### src/rtl/aes_pkg.sv
// Shared AES definitions: key/word widths, round count, FSM states, RCON and word helpers.
package aes_pkg;

    localparam int unsigned AES_KEY_W  = 128;
    localparam int unsigned AES_WORD_W = 32;
    localparam int unsigned AES128_NR  = 10;

    typedef enum logic [1:0] {
        IDLE = 2'd0,
        GEN  = 2'd1,
        FIN  = 2'd2
    } state_e;

    // Round constant for expanding key i into key i+1; indices past 9 never reach the datapath.
    function automatic logic [7:0] rcon(input logic [3:0] idx);
        case (idx)
            4'd0:    rcon = 8'h01;
            4'd1:    rcon = 8'h02;
            4'd2:    rcon = 8'h04;
            4'd3:    rcon = 8'h08;
            4'd4:    rcon = 8'h10;
            4'd5:    rcon = 8'h20;
            4'd6:    rcon = 8'h40;
            4'd7:    rcon = 8'h80;
            4'd8:    rcon = 8'h1b;
            4'd9:    rcon = 8'h36;
            default: rcon = 8'h00;
        endcase
    endfunction

    function automatic logic [AES_WORD_W-1:0] rot_word(input logic [AES_WORD_W-1:0] w);
        rot_word = {w[23:0], w[31:24]};
    endfunction

endpackage

### src/rtl/aes_sbox.sv
// Combinational AES S-box (forward), one byte in, one byte out.
module aes_sbox (
    input  logic [7:0] in_byte,
    output logic [7:0] out_byte
);

    localparam logic [7:0] SBOX_TABLE [256] = '{
        8'h63, 8'h7c, 8'h77, 8'h7b, 8'hf2, 8'h6b, 8'h6f, 8'hc5, 8'h30, 8'h01, 8'h67, 8'h2b, 8'hfe, 8'hd7, 8'hab, 8'h76,
        8'hca, 8'h82, 8'hc9, 8'h7d, 8'hfa, 8'h59, 8'h47, 8'hf0, 8'had, 8'hd4, 8'ha2, 8'haf, 8'h9c, 8'ha4, 8'h72, 8'hc0,
        8'hb7, 8'hfd, 8'h93, 8'h26, 8'h36, 8'h3f, 8'hf7, 8'hcc, 8'h34, 8'ha5, 8'he5, 8'hf1, 8'h71, 8'hd8, 8'h31, 8'h15,
        8'h04, 8'hc7, 8'h23, 8'hc3, 8'h18, 8'h96, 8'h05, 8'h9a, 8'h07, 8'h12, 8'h80, 8'he2, 8'heb, 8'h27, 8'hb2, 8'h75,
        8'h09, 8'h83, 8'h2c, 8'h1a, 8'h1b, 8'h6e, 8'h5a, 8'ha0, 8'h52, 8'h3b, 8'hd6, 8'hb3, 8'h29, 8'he3, 8'h2f, 8'h84,
        8'h53, 8'hd1, 8'h00, 8'hed, 8'h20, 8'hfc, 8'hb1, 8'h5b, 8'h6a, 8'hcb, 8'hbe, 8'h39, 8'h4a, 8'h4c, 8'h58, 8'hcf,
        8'hd0, 8'hef, 8'haa, 8'hfb, 8'h43, 8'h4d, 8'h33, 8'h85, 8'h45, 8'hf9, 8'h02, 8'h7f, 8'h50, 8'h3c, 8'h9f, 8'ha8,
        8'h51, 8'ha3, 8'h40, 8'h8f, 8'h92, 8'h9d, 8'h38, 8'hf5, 8'hbc, 8'hb6, 8'hda, 8'h21, 8'h10, 8'hff, 8'hf3, 8'hd2,
        8'hcd, 8'h0c, 8'h13, 8'hec, 8'h5f, 8'h97, 8'h44, 8'h17, 8'hc4, 8'ha7, 8'h7e, 8'h3d, 8'h64, 8'h5d, 8'h19, 8'h73,
        8'h60, 8'h81, 8'h4f, 8'hdc, 8'h22, 8'h2a, 8'h90, 8'h88, 8'h46, 8'hee, 8'hb8, 8'h14, 8'hde, 8'h5e, 8'h0b, 8'hdb,
        8'he0, 8'h32, 8'h3a, 8'h0a, 8'h49, 8'h06, 8'h24, 8'h5c, 8'hc2, 8'hd3, 8'hac, 8'h62, 8'h91, 8'h95, 8'he4, 8'h79,
        8'he7, 8'hc8, 8'h37, 8'h6d, 8'h8d, 8'hd5, 8'h4e, 8'ha9, 8'h6c, 8'h56, 8'hf4, 8'hea, 8'h65, 8'h7a, 8'hae, 8'h08,
        8'hba, 8'h78, 8'h25, 8'h2e, 8'h1c, 8'ha6, 8'hb4, 8'hc6, 8'he8, 8'hdd, 8'h74, 8'h1f, 8'h4b, 8'hbd, 8'h8b, 8'h8a,
        8'h70, 8'h3e, 8'hb5, 8'h66, 8'h48, 8'h03, 8'hf6, 8'h0e, 8'h61, 8'h35, 8'h57, 8'hb9, 8'h86, 8'hc1, 8'h1d, 8'h9e,
        8'he1, 8'hf8, 8'h98, 8'h11, 8'h69, 8'hd9, 8'h8e, 8'h94, 8'h9b, 8'h1e, 8'h87, 8'he9, 8'hce, 8'h55, 8'h28, 8'hdf,
        8'h8c, 8'ha1, 8'h89, 8'h0d, 8'hbf, 8'he6, 8'h42, 8'h68, 8'h41, 8'h99, 8'h2d, 8'h0f, 8'hb0, 8'h54, 8'hbb, 8'h16
    };

    always_comb begin
        out_byte = SBOX_TABLE[in_byte];
    end

endmodule

### src/rtl/aes_key_expand.sv
// Iterative AES-128 key schedule: loads a cipher key, then emits round keys 0..NUM_ROUNDS
// over a valid/ready handshake, deriving each key from the previous one.
module aes_key_expand
    import aes_pkg::*;
#(
    parameter int unsigned NUM_ROUNDS = AES128_NR
) (
    input  logic         clk,
    input  logic         g_rst,
    input  logic         start,
    input  logic [127:0] cipher_key,
    input  logic         key_ready,
    output logic [127:0] round_key,
    output logic [3:0]   round_idx,
    output logic         key_valid,
    output logic         busy,
    output logic         done
);

    state_e                 state_q, state_d;
    logic [AES_KEY_W-1:0]   key_q, key_d;
    logic [3:0]             idx_q, idx_d;
    logic                   valid_q, valid_d;
    logic                   busy_q, busy_d;
    logic                   done_q, done_d;

    logic [AES_WORD_W-1:0]  w0, w1, w2, w3, w4, w5, w6, w7;
    logic [AES_WORD_W-1:0]  rot_w3, sub_w3, t_word;
    logic [AES_KEY_W-1:0]   next_key;

    // SubWord(RotWord(w3)) built from four byte-wide S-boxes.
    for (genvar b = 0; b < 4; b++) begin : g_subword
        aes_sbox u_sbox (
            .in_byte  (rot_w3[8*b +: 8]),
            .out_byte (sub_w3[8*b +: 8])
        );
    end

    always_comb begin
        {w0, w1, w2, w3} = key_q;
        rot_w3   = rot_word(w3);
        t_word   = sub_w3 ^ {rcon(idx_q), 24'h000000};
        w4       = w0 ^ t_word;
        w5       = w1 ^ w4;
        w6       = w2 ^ w5;
        w7       = w3 ^ w6;
        next_key = {w4, w5, w6, w7};
    end

    always_comb begin
        state_d = state_q;
        key_d   = key_q;
        idx_d   = idx_q;
        valid_d = valid_q;
        busy_d  = busy_q;
        done_d  = 1'b0;
        case (state_q)
            IDLE: begin
                if (start) begin
                    key_d   = cipher_key;
                    idx_d   = 4'd0;
                    valid_d = 1'b1;
                    busy_d  = 1'b1;
                    state_d = GEN;
                end
            end
            GEN: begin
                if (valid_q && key_ready) begin
                    if (idx_q == 4'(NUM_ROUNDS)) begin
                        valid_d = 1'b0;
                        done_d  = 1'b1;
                        state_d = FIN;
                    end else begin
                        key_d = next_key;
                        idx_d = idx_q + 4'd1;
                    end
                end
            end
            FIN: begin
                busy_d  = 1'b0;
                state_d = IDLE;
            end
            default: begin
                state_d = IDLE;
            end
        endcase
    end

    always_ff @(posedge clk) begin
        if (g_rst) begin
            state_q <= IDLE;
            key_q   <= '0;
            idx_q   <= 4'd0;
            valid_q <= 1'b0;
            busy_q  <= 1'b0;
            done_q  <= 1'b0;
        end else begin
            state_q <= state_d;
            key_q   <= key_d;
            idx_q   <= idx_d;
            valid_q <= valid_d;
            busy_q  <= busy_d;
            done_q  <= done_d;
        end
    end

    assign round_key = key_q;
    assign round_idx = idx_q;
    assign key_valid = valid_q;
    assign busy      = busy_q;
    assign done      = done_q;

endmodule

### config.mk
export PLATFORM = sky130hd
export DESIGN_NAME = aes_key_expand
export DESIGN_NICKNAME = d
export VERILOG_FILES = /design/src/rtl/aes_pkg.sv /design/src/rtl/aes_sbox.sv /design/src/rtl/aes_key_expand.sv
export SDC_FILE = /design/constraint.sdc
export NUM_CORES = 1
export LEC_CHECK = 0
export CORE_MARGIN = 10
export CORE_UTILIZATION = 25
export DETAILED_ROUTE_END_ITERATION = 10
export SETUP_SLACK_MARGIN = 0.5
export SKIP_CTS_REPAIR_TIMING = 1
export SYNTH_ARGS = -nofsm -noshare
export SYNTH_HDL_FRONTEND = slang
export SYNTH_SLANG_ARGS = --single-unit
### constraint.sdc
create_clock -name clk -period 5 [get_ports clk]
set_clock_uncertainty 0.2 [all_clocks]
set_input_delay 1 -clock clk [delete_from_list [all_inputs] [get_ports clk]]
set_output_delay 1 -clock clk [all_outputs]
set_load 0.02 [all_outputs]
==> results of run 1 <==
-- worst paths after layout --
path	start	to	slack, ns	depth (start not counted)
worst min-delay path	key_valid	done	0.28	2
worst min register to register	key_valid	done	0.28	2
worst max-delay path	round_key[8]	round_key[16]	0.55	11
worst max register to register	round_key[8]	round_key[16]	0.55	11
-- synth_stat cells, drive strengths merged, types with 63 or more instances --
cell type  number
a21oi         256
a31oi         106
buf           173
clkbuf        214
dfxtp         145
mux4           63
nand2         279
nand2b        107
nand3         130
nor2          251
nor2b          65
nor3          112
o21ai         219
xnor2          84
-- state kept, by name (all words and copies together) (netlist names), named ones only --
register / flops
round_key: 128
done: 1
key_valid: 1
busy: 1
state_q: 2
round_idx: 4
-- critical path: stages, from the launching register on --
cell,delay (ns)
dfxtp_1,0.34
buf_4,0.42
ha_1,0.45
nor2_1,0.25
or4_1,0.54
a31o_2,0.26
o211a_1,0.17
mux4_2,0.60
xnor2_4,0.46
xnor2_1,0.21
o21ai_0,0.13
a221oi_2,0.30
-- final cells by class --
cell class,count,share of cell area
repair buffers,445,0.148
inverters,57,0.00768
clock inverters,15,0.00682
diodes,1,0.0000898
multi-input cells,2705,0.661
flip-flops and latches,145,0.105
clock buffers,17,0.0153
well taps,1243,0.0558
-- logic make-up (layout without fill, tap and decap cells) --
kind of cell             after synthesis  in the layout  share of synthesized area
AO/OA/AOI/OAI                       1178           1178                      0.348
XOR/XNOR                             135            135                     0.0578
adder cells (fa/ha/maj)               63             63                     0.0339
buffers and inverters                444            534                     0.0852
flip-flops                           145            145                      0.125
multiplexers                         120            120                     0.0870
other                                  0              1                          0
AND/OR/NAND/NOR                     1209           1209                      0.263
-- power by group --
group	switching [mW]	internal [mW]
clock	0.723	0.761
combinational	5.90	3.69
sequential	0.469	1.32
-- layout by cell type, fill, tap and decap left out, types with 76 or more instances in the layout --
| cell type | count |
|---|---|
| o21ai_0 | 217 |
| xnor2_1 | 76 |
| nand2_1 | 279 |
| buf_4 | 169 |
| clkdlybuf4s50_1 | 265 |
| nor3_1 | 111 |
| a31oi_1 | 104 |
| nand3_1 | 130 |
| nor2_1 | 248 |
| nand2b_1 | 105 |
| a21oi_1 | 254 |
| dfxtp_1 | 131 |
-- layer usage --
layer	vias to the layer above	global-route usage	routed length, um
met5	-	0	88
met4	12	0.0915	5730
met3	365	0.0649	14000
met2	1963	0.329	52900
met1	13700	0.299	52100
li1	12600	-	-
-- stage by stage --
stage	cells	setup WS [ns]	total power [mW]
after floorplan	3294	0.633	7.70
after global placement	4595	0.585	11.1
after detailed placement	4595	0.560	11.0
after CTS	4627	0.519	12.6
after global routing	4627	0.479	13.5
final	4628	0.550	12.9
==> results.toml, run 1 <==
[clocking]
clk_latency_ns = 0.52
clockRootBuffer = "clkbuf_16"
cts.reportedPaths.clkPinSlew_ns = 0.08
htree_levels = 4
clock_sinks = 145
tritoncts = "done"
cts_buffers = 17
cts_buffer_depth = 2

[route]
vias = 28700
via_per_inst = 6.20
drt-initial-drc-count = 4382
routedWlPerCell_um = 27.0
drcViolationCount = 0
postRouteAntennaNets = 0
drt-total-wl_um = 125000
drt_pass1_iterations = 7

[floorplan]
core_um2 = 91800
die_h_um = 324
ioPinCount = 267
dieArea_um2 = 105000
fp-row-count = 111
die_w_um = 324
initial_core_util = 0.252

[pwr]
p_per_area_nw_per_um2 = 462
p_leak_nw = 9.64
irDropWorstVdd_mv = 0.331

[logic_synthesis]
synth_nets = 3488
synth_area_per_cell_um2 = 7.03
syn-cell-area_um2 = 23200
ys_top_cells_by_area = "dfxtp_1 (13%), mux4_2 (6.1%), a21oi_1 (5.5%)"
yosysSeqAreaShare = 0.125
ys_ff_latch = 145
synth_edf_count = 0
yosys.area.top_type = "dfxtp_1"
yosys_warnings = 0
yosysUniqueCellTypes = 100
synthFlopType = "dfxtp_1"
synthArstFlopShare = 0
yosysTopAreaCellShare = 0.125
synthCells = 3294

[layout]
fin_area_um2 = 27900
fin_nets = 3565
num-fill-cells = 9968
layout-drive-gt1-share = 0.118
fin_util = 0.304
regArea_um2 = 2940
area_growth_syn_to_layout_pct = 20.3
multi_input_area_um2 = 18400

[global_routing]
grt_usage = 0.223
grt_overflow = 0
grt_pass1_wl_um = 184000
grt_pass1_vias = 26400
antenna_found_initial = 6
grt_max_degree = 124

[timing]
period_share = 0.890
worst_slew_pin_slew_ns = 1.08
final-max-slew-violation-count = 0
whs_ns = 0.278
setup-tns-final_ns = 0
max_freq_ghz = 0.225
slew_headroom = 0.282
rsz0062_at_grt = "yes"
hold_viol = 0
final-setup-viol-count = 0
timing.final.crit_period_ns = 4.45

[placement]
place_congestion = 1.03
dpl.hpwl_um = 90100
portBuffers = 266
dpl_cell_area_um2 = 27200

[worst_setup_path]
startpoint_type = "flop"
crit_required_ns = 5.23
end_kind = "flop"
crit_type = "flop to flop"
cp_data_arrival_time_ns = 4.68
critPathMaxFanout = 37

[hold_path]
hold_class = "flop to flop"

[run_status]
status = "complete, no violations"

[flow_run]
timing.max_cap.violations = 0
Power figures use the tool's default switching activity.
==> run 2, diff against run 1 <==
--- a/config.mk
+++ b/config.mk
@@ -5,6 +5,7 @@
 export SDC_FILE = /design/constraint.sdc
 export NUM_CORES = 1
 export LEC_CHECK = 0
+export CAP_MARGIN = 0
 export CORE_MARGIN = 10
 export CORE_UTILIZATION = 25
 export DETAILED_ROUTE_END_ITERATION = 10
==> results of run 2 <==
The final DEF is identical to that of run 1; final timing and power are the same.
